<file path="config.mk">
export PLATFORM = sky130hd
export DESIGN_NAME = instr_encoder_loader
export DESIGN_NICKNAME = d
export VERILOG_FILES = /design/src/rtl/instr_encoder_loader.sv
export SDC_FILE = /design/constraint.sdc
export NUM_CORES = 1
export LEC_CHECK = 0
export ABC_AREA = 1
export BUFFER_PORTS_ARGS = -buffer_cell sky130_fd_sc_hd__buf_2
export CAP_MARGIN = 20
export CORE_ASPECT_RATIO = 1.4
export CORE_MARGIN = 5
export CORE_UTILIZATION = 45
export CTS_CLUSTER_SIZE = 40
export DETAILED_ROUTE_END_ITERATION = 12
export PLACE_DENSITY = 0.83
export SLEW_MARGIN = 20
export SYNTH_ARGS = -nofsm -noshare
export SYNTH_HDL_FRONTEND = slang
export SYNTH_SLANG_ARGS = --single-unit
export TNS_END_PERCENT = 10
</file>
<file path="constraint.sdc">
create_clock -name clk -period 1.45 [get_ports clk]
set_input_delay 0.145 -clock clk [delete_from_list [all_inputs] [get_ports clk]]
set_output_delay 0.145 -clock clk [all_outputs]
set_load 0.03 [all_outputs]
</file>
<file path="src/rtl/instr_encoder_loader.sv">
// instr_encoder_loader
//   Packs R/I/J-format instruction fields into 32-bit MIPS words and streams
//   them into instruction memory at consecutive addresses starting at
//   BASE_ADDR. It is used on the program-load path before the core runs.
//   The module accepts one word per valid/ready handshake. The memory write
//   follows one cycle after the accept.
//   Optional feature macro: PROG_CHECKSUM_EN adds a 32-bit XOR checksum output
//   covering every word written since start/reset.
module instr_encoder_loader #(
  parameter int unsigned   DEPTH     = 64,
  parameter int unsigned   AW        = 6,
  parameter logic [AW-1:0] BASE_ADDR = '0
) (
  input  logic          clk,
  input  logic          reset,
  input  logic          start,
  input  logic          in_valid,
  output logic          in_ready,
  input  logic [1:0]    fmt,
  input  logic [5:0]    opcode,
  input  logic [4:0]    rs,
  input  logic [4:0]    rt,
  input  logic [4:0]    rd,
  input  logic [4:0]    shamt,
  input  logic [5:0]    funct,
  input  logic [15:0]   imm,
  input  logic [25:0]   jaddr,
  input  logic          last,
  output logic          mem_we,
  output logic [AW-1:0] mem_addr,
  output logic [31:0]   mem_wdata,
  output logic [AW:0]   count,
  output logic          done,
  output logic          err
`ifdef PROG_CHECKSUM_EN
  ,
  output logic [31:0]   checksum
`endif
);

  typedef enum logic [1:0] {
    IDLE = 2'd0,
    LOAD = 2'd1,
    DONE = 2'd2
  } stateT;

  typedef enum logic [1:0] {
    FMT_R   = 2'b00,
    FMT_I   = 2'b01,
    FMT_J   = 2'b10,
    FMT_RSV = 2'b11
  } fmtT;

  // The count value just before the final memory slot is written.
  localparam logic [AW:0] LAST_SLOT_COUNT = (AW+1)'(DEPTH - 1);

  stateT         state;
  logic [AW-1:0] ptr;
  logic [31:0]   encWord;
  logic          isReserved;
  logic          accept;
  logic          fillsLastSlot;

  // in_ready is combinational so that start can block an accept in the same cycle.
  assign in_ready      = (state == LOAD) && !start;
  assign accept        = in_valid && in_ready;
  assign fillsLastSlot = (count == LAST_SLOT_COUNT);

  // Pack the field bundle according to its format; reserved formats produce no word.
  always_comb begin
    // NOTE: giving every output a default first means no path can leave a value unassigned, so no latch is inferred.
    encWord    = '0;
    isReserved = 1'b0;
    case (fmtT'(fmt))
      FMT_R:   encWord = {opcode, rs, rt, rd, shamt, funct};
      FMT_I:   encWord = {opcode, rs, rt, imm};
      FMT_J:   encWord = {opcode, jaddr};
      default: isReserved = 1'b1;
    endcase
  end

  // Load FSM: it registers the write strobe, address and data, and it tracks the pointer, count and sticky flags.
  always_ff @(posedge clk) begin
    // NOTE: non-blocking assignments make every register update from the same pre-edge values, which matches the hardware.
    if (reset) begin
      state     <= IDLE;
      ptr       <= BASE_ADDR;
      mem_we    <= 1'b0;
      mem_addr  <= BASE_ADDR;
      mem_wdata <= '0;
      count     <= '0;
      done      <= 1'b0;
      err       <= 1'b0;
`ifdef PROG_CHECKSUM_EN
      checksum  <= '0;
`endif
    end else begin
      // The strobe lasts one cycle. A write registered on the previous edge still completes if start arrives.
      mem_we <= 1'b0;
      if (start) begin
        state    <= LOAD;
        ptr      <= BASE_ADDR;
        count    <= '0;
        done     <= 1'b0;
        err      <= 1'b0;
`ifdef PROG_CHECKSUM_EN
        checksum <= '0;
`endif
      end else if (accept) begin
        if (isReserved) begin
          // The handshake completes, but nothing is written. Only the error flag and a pending 'last' take effect.
          err <= 1'b1;
          if (last) begin
            state <= DONE;
            done  <= 1'b1;
          end
        end else begin
          mem_we    <= 1'b1;
          mem_addr  <= ptr;
          mem_wdata <= encWord;
          count     <= count + (AW+1)'(1);
`ifdef PROG_CHECKSUM_EN
          checksum  <= checksum ^ encWord;
`endif
          // The pointer saturates at the final slot, so it can never wrap back over loaded words.
          if (!fillsLastSlot) ptr <= ptr + AW'(1);
          if (last || fillsLastSlot) begin
            state <= DONE;
            done  <= 1'b1;
          end
        end
      end
    end
  end

endmodule

</file>
==> results of run 1 <==
[kinds of logic (layout without fill, tap and decap cells)]
| kind of cell | count (synthesis) | count (layout) | synth area share [%] |
|---|---|---|---|
| and+or+nand+nor | 234 | 234 | 36.8 |
| AOI/OAI and AO/OA | 58 | 58 | 12.0 |
| DFF | 55 | 55 | 42.8 |
| buffers and inverters | 38 | 170 | 6.72 |
| adders and majority gates | 2 | 2 | 0.974 |
| xor gates and xnor gates | 2 | 2 | 0.682 |
[sequential cells by signal (all words and copies together) (netlist names)]
register	flops
mem_wdata	32
count	7
mem_addr	6
ptr	6
done	1
err	1
mem_we	1
state	1
[worst max-delay path by stage]
stage	cells after the start	slack, ns	to
2_1_floorplan	7	0.04	ptr[5]
3_3_place_gp	7	0.08	ptr[5]
4_1_cts	7	0.04	ptr[2]
6_report	7	0.12	ptr[2]
5_1_grt	7	-0.005	mem_wdata[31]
3_5_place_dp	7	0.02	ptr[2]
[cell usage after synthesis]
library cell  number
nand2_1          168
a21oi_1           44
o31ai_1            1
nand2_2            1
nand3b_1           1
clkbuf_1           5
buf_6              1
buf_4              3
o21bai_1           6
nor2_4             1
nor2_2             3
ha_1               2
dfxtp_1           55
xor2_1             1
o21ai_0            7
nand3_1           29
buf_2              9
nand4_1            4
xnor2_1            1
nor2_1            27
inv_1             20
[per-stage QoR]
step           hold WS, ns  setup WS (ns)  power (mW)  utilization, %  instance area, um^2
2_1_floorplan        0.280         0.0435        1.80               -                 2570
3_3_place_gp         0.366         0.0768        1.98            60.0                 3310
3_5_place_dp         0.378         0.0224        1.99            60.0                 3310
4_1_cts             0.0493         0.0352        2.79            61.5                 3400
5_1_grt             0.0783       -0.00516        2.91            62.1                 3430
6_report            0.0562          0.120        2.78            62.1                 3430
[power breakdown]
part / total (mW) / internal (mW) / switching [mW]
clock network: 0.822 / 0.332 / 0.490
logic: 0.407 / 0.171 / 0.236
registers: 1.55 / 1.53 / 0.0132
[area by class of cell]
cell class              instances  area, um^2  area share (%)
clock buffers                   5        68.8            2.00
clock inverters                 3        15.0           0.437
inverters                      20        75.1            2.19
multi-input cells             296        1320            38.5
flip-flops and latches         55        1100            32.1
well taps                      68        85.1            2.48
repair buffers                142         763            22.2
[metal layers]
layer	vias up	wire length [um]
li1	1495	-
met2	95	3780
met4	0	177
met1	1313	2840
met5	-	0
met3	15	555
[critical path: cells and delay by family, from the launching register on]
kind,cells,cell delay [ns]
buffers and inverters,1,0.10
adder cells (fa/ha/maj),1,0.21
AO/OA/AOI/OAI,1,0.12
AND/OR/NAND/NOR,4,0.47
flip-flops,1,0.37
[repair_timing]
action,4_1_cts,5_1_grt
pin swaps,0,2
resized for setup,1,7
buffers inserted,0,1
endpoints found under the setup margin,2,34
==> metrics.txt, run 1 <==
Routed Antenna Nets 0; CORE AREA between 0.005 and 0.006 mm^2; min cycle time layout 1.33 ns; met2 Use GR 37.4%; clk_skew roughly 0.0088 ns; Top Ports 130; placement row count 32; grt total ovfl 0; vias per cell slightly below 5; Non-Filler Instances about 590; reg2reg setup slack about 0.12 ns; worst-skew pair later-pin latency 0.31 ns; P&R area growth vs syn 33.6%; final setup fails 0; worst r2r src count[0]; RSZ-0062 raised after global routing true; synthesized area roughly 0.0026 mm^2; first-pass GRT wire length ~12000 um; post-synthesis cell type count 21; Synth top area share around 43%; CTS Root Cell clkbuf_8; Synth area leaders dfxtp_1 43%, nand2_1 25%, a21oi_1 8.6%; wire length per cell approximately 12 um; Setup CP Type flop to flop; Arrival @ worst endpoint between 1.5 and 2 ns; CTS max path bufs 2; Nets about 600; Tcrit/Tclk final 91.7%; Antenna Cells 0; WP data required between 1.5 and 2 ns; CP startpoint count[0]; initial antenna violation count 0; origin of the worst min-delay path opcode[4]; clk slew on worst S/H paths 0.09 ns; crit end category flop; vias in the first global route about 2800; global routing usage on met3 under 10%; flops & latches, synth 55; Hold Path Depth 3; Tot GR Track Use between 10% and 20%; max-slew violations 0; RePlAce Congestion around 0.87; CTS Sinks 55; DRC viols 0; Final Hold Fails 0; fillers between 500 and 600; hold buffer count at cts 0; maximum clock rate ~750 MHz; vias around 3000; CTS tree yes; most frequent cells in the layout 167 x nand2_1, 129 x buf_2, 53 x dfxtp_1, 43 x a21oi_1, 28 x nand3_1; worst reg2reg path depth 7; Die H ~100 um; HPWL Detailed around 5700 um; slowest cell on the critical path dfxtp_2; GRT met1 Usage 21.0%; syn avg cell area 6.61 um^2; Cell Chain, Critical Path ha_1 -> nand3_2 -> nor2_4 -> inv_1 -> nand2_2 -> nand2_1 -> a21oi_2; Least-Margin Pin Slew approximately 0.4 ns; Worst IR Drop VDD roughly 0.58 mV; worst hold path class input port to flop; DIE WIDTH ~74 um; status finished, final reports clean; pwr/cell area just over 800 mW/mm^2; Initial Util between 40% and 50%; commonest non-fill, non-tap cell in the layout nand2_1; largest area contributor in the netlist dfxtp_1; crit start category flop; Slew headroom 73.4%; Post-Place Cells 580; CTS H-tree depth 2; DRT Pass-1 Iters 5; Die Area around 0.0073 mm^2; Ys Warns 0; setup TNS 0 ns; sequential share of the synthesized area roughly 43%; leakage power about 1.7 nW; Post-Syn Nets about 470; Worst Hold End mem_wdata[30]; synthesized instance count a little under 400; largest net degree at the start of global routing 40; TritonCTS Buffers 5; maximum fanout along the worst path 6; DR iter-0 viols between 100 and 150; Max Cap Viol 0; Buffers on Ports between 100 and 150; layout cells sized above 1 a little under a third; RR Endpoint ptr[2]; slowest stage delay, CP about 0.37 ns; gr busiest metal met2; routed wire length around 7300 um
Note: power is estimated with default switching activity, not from simulation.
==> run 2: changes to the inputs <==
--- a/config.mk
+++ b/config.mk
@@ -10,10 +10,10 @@
 export CAP_MARGIN = 20
 export CORE_ASPECT_RATIO = 1.4
 export CORE_MARGIN = 5
-export CORE_UTILIZATION = 45
+export CORE_UTILIZATION = 41
 export CTS_CLUSTER_SIZE = 40
 export DETAILED_ROUTE_END_ITERATION = 12
-export PLACE_DENSITY = 0.83
+export PLACE_DENSITY = 0.8
 export SLEW_MARGIN = 20
 export SYNTH_ARGS = -nofsm -noshare
 export SYNTH_HDL_FRONTEND = slang
==> constraint.sdc (replaced) <==
create_clock -name clk -period 1.2 [get_ports clk]
set_input_delay 0.12 -clock clk [delete_from_list [all_inputs] [get_ports clk]]
set_output_delay 0.12 -clock clk [all_outputs]
set_load 0.03 [all_outputs]
==> run 2 against run 1 <==
Net effect: the flow now finishes with violations (negative setup slack); design area up 11%; sequential cell count unchanged; register-to-register slack worse by 0.22 ns; clock power rose by 23%; global-route usage is 0.78 points lower; sequential power increased by 20%; die area up 8.6%; first-iteration DRC count down 2.0%; non-clock buffer count grew 16; critical path type unchanged; critical endpoint is now ptr[3]; largest power group unchanged.
==> metrics.txt, run 2 (synthesis results as in run 1) <==
status finished with violations (was finished, final reports clean); most frequent cells in the layout 165 x nand2_1, 127 x buf_2, 48 x dfxtp_1, 28 x a21oi_1 (was 167 x nand2_1, 129 x buf_2, 53 x dfxtp_1, 43 x a21oi_1, 28 x nand3_1); Arrival @ worst endpoint 1.55 ns (was 1.58 ns); min cycle time layout 1.30 ns (was 1.33 ns); placement row count 34 (was 32); CTS Sinks 55 (unchanged); CTS Root Cell clkbuf_8 (unchanged); setup TNS -1.50 ns (was 0 ns); commonest non-fill, non-tap cell in the layout nand2_1 (unchanged); vias in the first global route 2907 (was 2772); vias per cell 5.07 (was 4.95); Die Area 0.00797 mm^2 (was 0.00734 mm^2); DRT Pass-1 Iters 4 (was 5); Antenna Cells 0 (unchanged); DR iter-0 viols 146 (was 149); Die H 104 um (was 99.4 um); Nets 620 (was 603); reg2reg setup slack -0.1 ns (was 0.12 ns); grt total ovfl 0 (unchanged); worst r2r src count[1] (was count[0]); first-pass GRT wire length 12800 um (was 11800 um); crit start category flop (unchanged); largest net degree at the start of global routing 40 (unchanged); CORE AREA 0.00617 mm^2 (was 0.00553 mm^2); Min Hold Slack 0.0264 ns (was 0.0562 ns); Initial Util 41.7% (was 46.5%); Routed Antenna Nets 0 (unchanged); hold buffer count at cts 0 (unchanged); failing checks negative setup slack; Setup crit end ptr[3] (was ptr[2]); CTS tree yes (unchanged); total power 3.44 mW (was 2.78 mW); Tcrit/Tclk final 108% (was 91.7%); Buffers on Ports 129 (unchanged); leakage power 1.86 nW (was 1.74 nW); final setup margin -0.0973 ns (was 0.120 ns); maximum clock rate 771 MHz (was 752 MHz); Regs by FF count mem_wdata: 32 flops, count: 7 flops (unchanged); Final Hold Fails 0 (unchanged); Largest Register mem_wdata (unchanged); routed wire length 8450 um (was 7350 um); pwr/cell area 901 mW/mm^2 (was 809 mW/mm^2); RR Endpoint ptr[3] (was ptr[2]); CTS max path bufs 2 (unchanged); layout cells sized above 1 38.7% (was 31.1%); maximum fanout along the worst path 6 (unchanged); TritonCTS Buffers 5 (unchanged); slowest stage delay, CP 0.37 ns (about the same); Worst IR Drop VDD 0.487 mV (was 0.579 mV); worst-skew pair later-pin latency 0.31 ns (about the same); Least-Margin Pin Slew 0.475 ns (was 0.399 ns); Cell Area, Placed 0.00345 mm^2 (was 0.00331 mm^2); RSZ-0062 raised after global routing true (unchanged); max-slew violations 0 (unchanged); initial antenna violation count 0 (unchanged); final setup fails 44 (was 0); wire length per cell 13.9 um (was 12.5 um); WP data required 1.45 ns (was 1.70 ns); P&R area growth vs syn 48.6% (was 33.6%); RePlAce Congestion 0.839 (was 0.871); Non-Filler Cell Area, Final 0.00382 mm^2 (was 0.00343 mm^2); CTS H-tree depth 2 (unchanged); max FFs per register 32 (unchanged); Cell Chain, Critical Path ha_4 -> nand3_4 -> nor2_4 -> inv_4 -> nand2_4 -> nand2_1 -> a21oi_2 (was ha_1 -> nand3_2 -> nor2_4 -> inv_1 -> nand2_2 -> nand2_1 -> a21oi_2); clk_skew 0.0125 ns (was 0.00880 ns); Setup CP Type flop to flop (unchanged); CP startpoint count[1] (was count[0]); DRC viols 0 (unchanged); HPWL Detailed 5970 um (was 5660 um); worst reg2reg path depth 7 (unchanged); slowest cell on the critical path dfxtp_4 (was dfxtp_2); Place WS -0.0594 ns (was 0.0224 ns); Max Cap Viol 0 (unchanged); worst hold path class input port to flop (unchanged); vias 3091 (was 2918); Top Ports 130 (unchanged); Slew headroom 68.3% (was 73.4%); DIE WIDTH 76.9 um (was 73.9 um); clk slew on worst S/H paths 0.10 ns (was 0.09 ns); Tot GR Track Use 19.1% (was 19.8%); crit end category flop (unchanged)
run 2: changes by cell type in the layout (fill, tap and decap cells not counted), moves of 4 or more:
cell and change:
a21oi_1 -15, a21oi_2 +15, buf_6 +10, dfxtp_1 -5, o21ai_0 -6, o21ai_1 +4
run 2: report_power, final:
part	total, mW	switching [mW]	internal [mW]
sequential	1.86	0.0170	1.85
combinational	0.570	0.319	0.252
clock	1.01	0.597	0.410
run 2: routing by layer:
metal,global-route usage (%),share of wire [%]
met2,35.4,53
met1,20.2,37
met5,0,0
met3,3.21,6.1
met4,9.13,4.1
run 2: stage by stage:
stage | cells | util [%]
final | 610 | 61.9
after global routing | 610 | 61.9
after CTS | 609 | 59.7
after detailed placement | 592 | 55.9
after global placement | 592 | 55.9
after floorplan | 389 | -
run 2: final cells by class:
class | count | area (um^2)
Fill cell | 537 | 2350
Multi-Input combinational cell | 297 | 1460
Sequential cell | 55 | 1120
Timing Repair Buffer | 158 | 988
Tap cell | 72 | 90.1
Inverter | 20 | 80.1
Clock buffer | 6 | 72.6
Clock inverter | 2 | 12.5
run 2: timing repair:
| action | in CTS | in global routing |
|---|---|---|
| gates resized for setup | 22 | 33 |
| cloned | 3 | 1 |
| pin swaps | 12 | 11 |
| buffers inserted | 6 | 0 |
| endpoints found under the hold margin | 0 | 0 |
| endpoints found under the setup margin | 49 | 55 |
run 2: worst min-delay path by stage:
stage | startpoint | to | slack, ns | depth (start not counted)
floorplan | opcode[0] | mem_wdata[26] | 0.25 | 2
global placement | opcode[4] | mem_wdata[30] | 0.34 | 3
detailed placement | opcode[1] | mem_wdata[27] | 0.35 | 3
CTS | opcode[0] | mem_wdata[26] | 0.03 | 3
global route | opcode[1] | mem_wdata[27] | 0.04 | 3
finish | opcode[0] | mem_wdata[26] | 0.03 | 3
run 2: critical path, delay by kind of cell, from the launching register on:
kind	cells	cell delay, ns
buffers and inverters	1	0.08
adders and majority gates	1	0.15
DFF	1	0.37
and+or+nand+nor	4	0.48
AOI/OAI and AO/OA	1	0.15
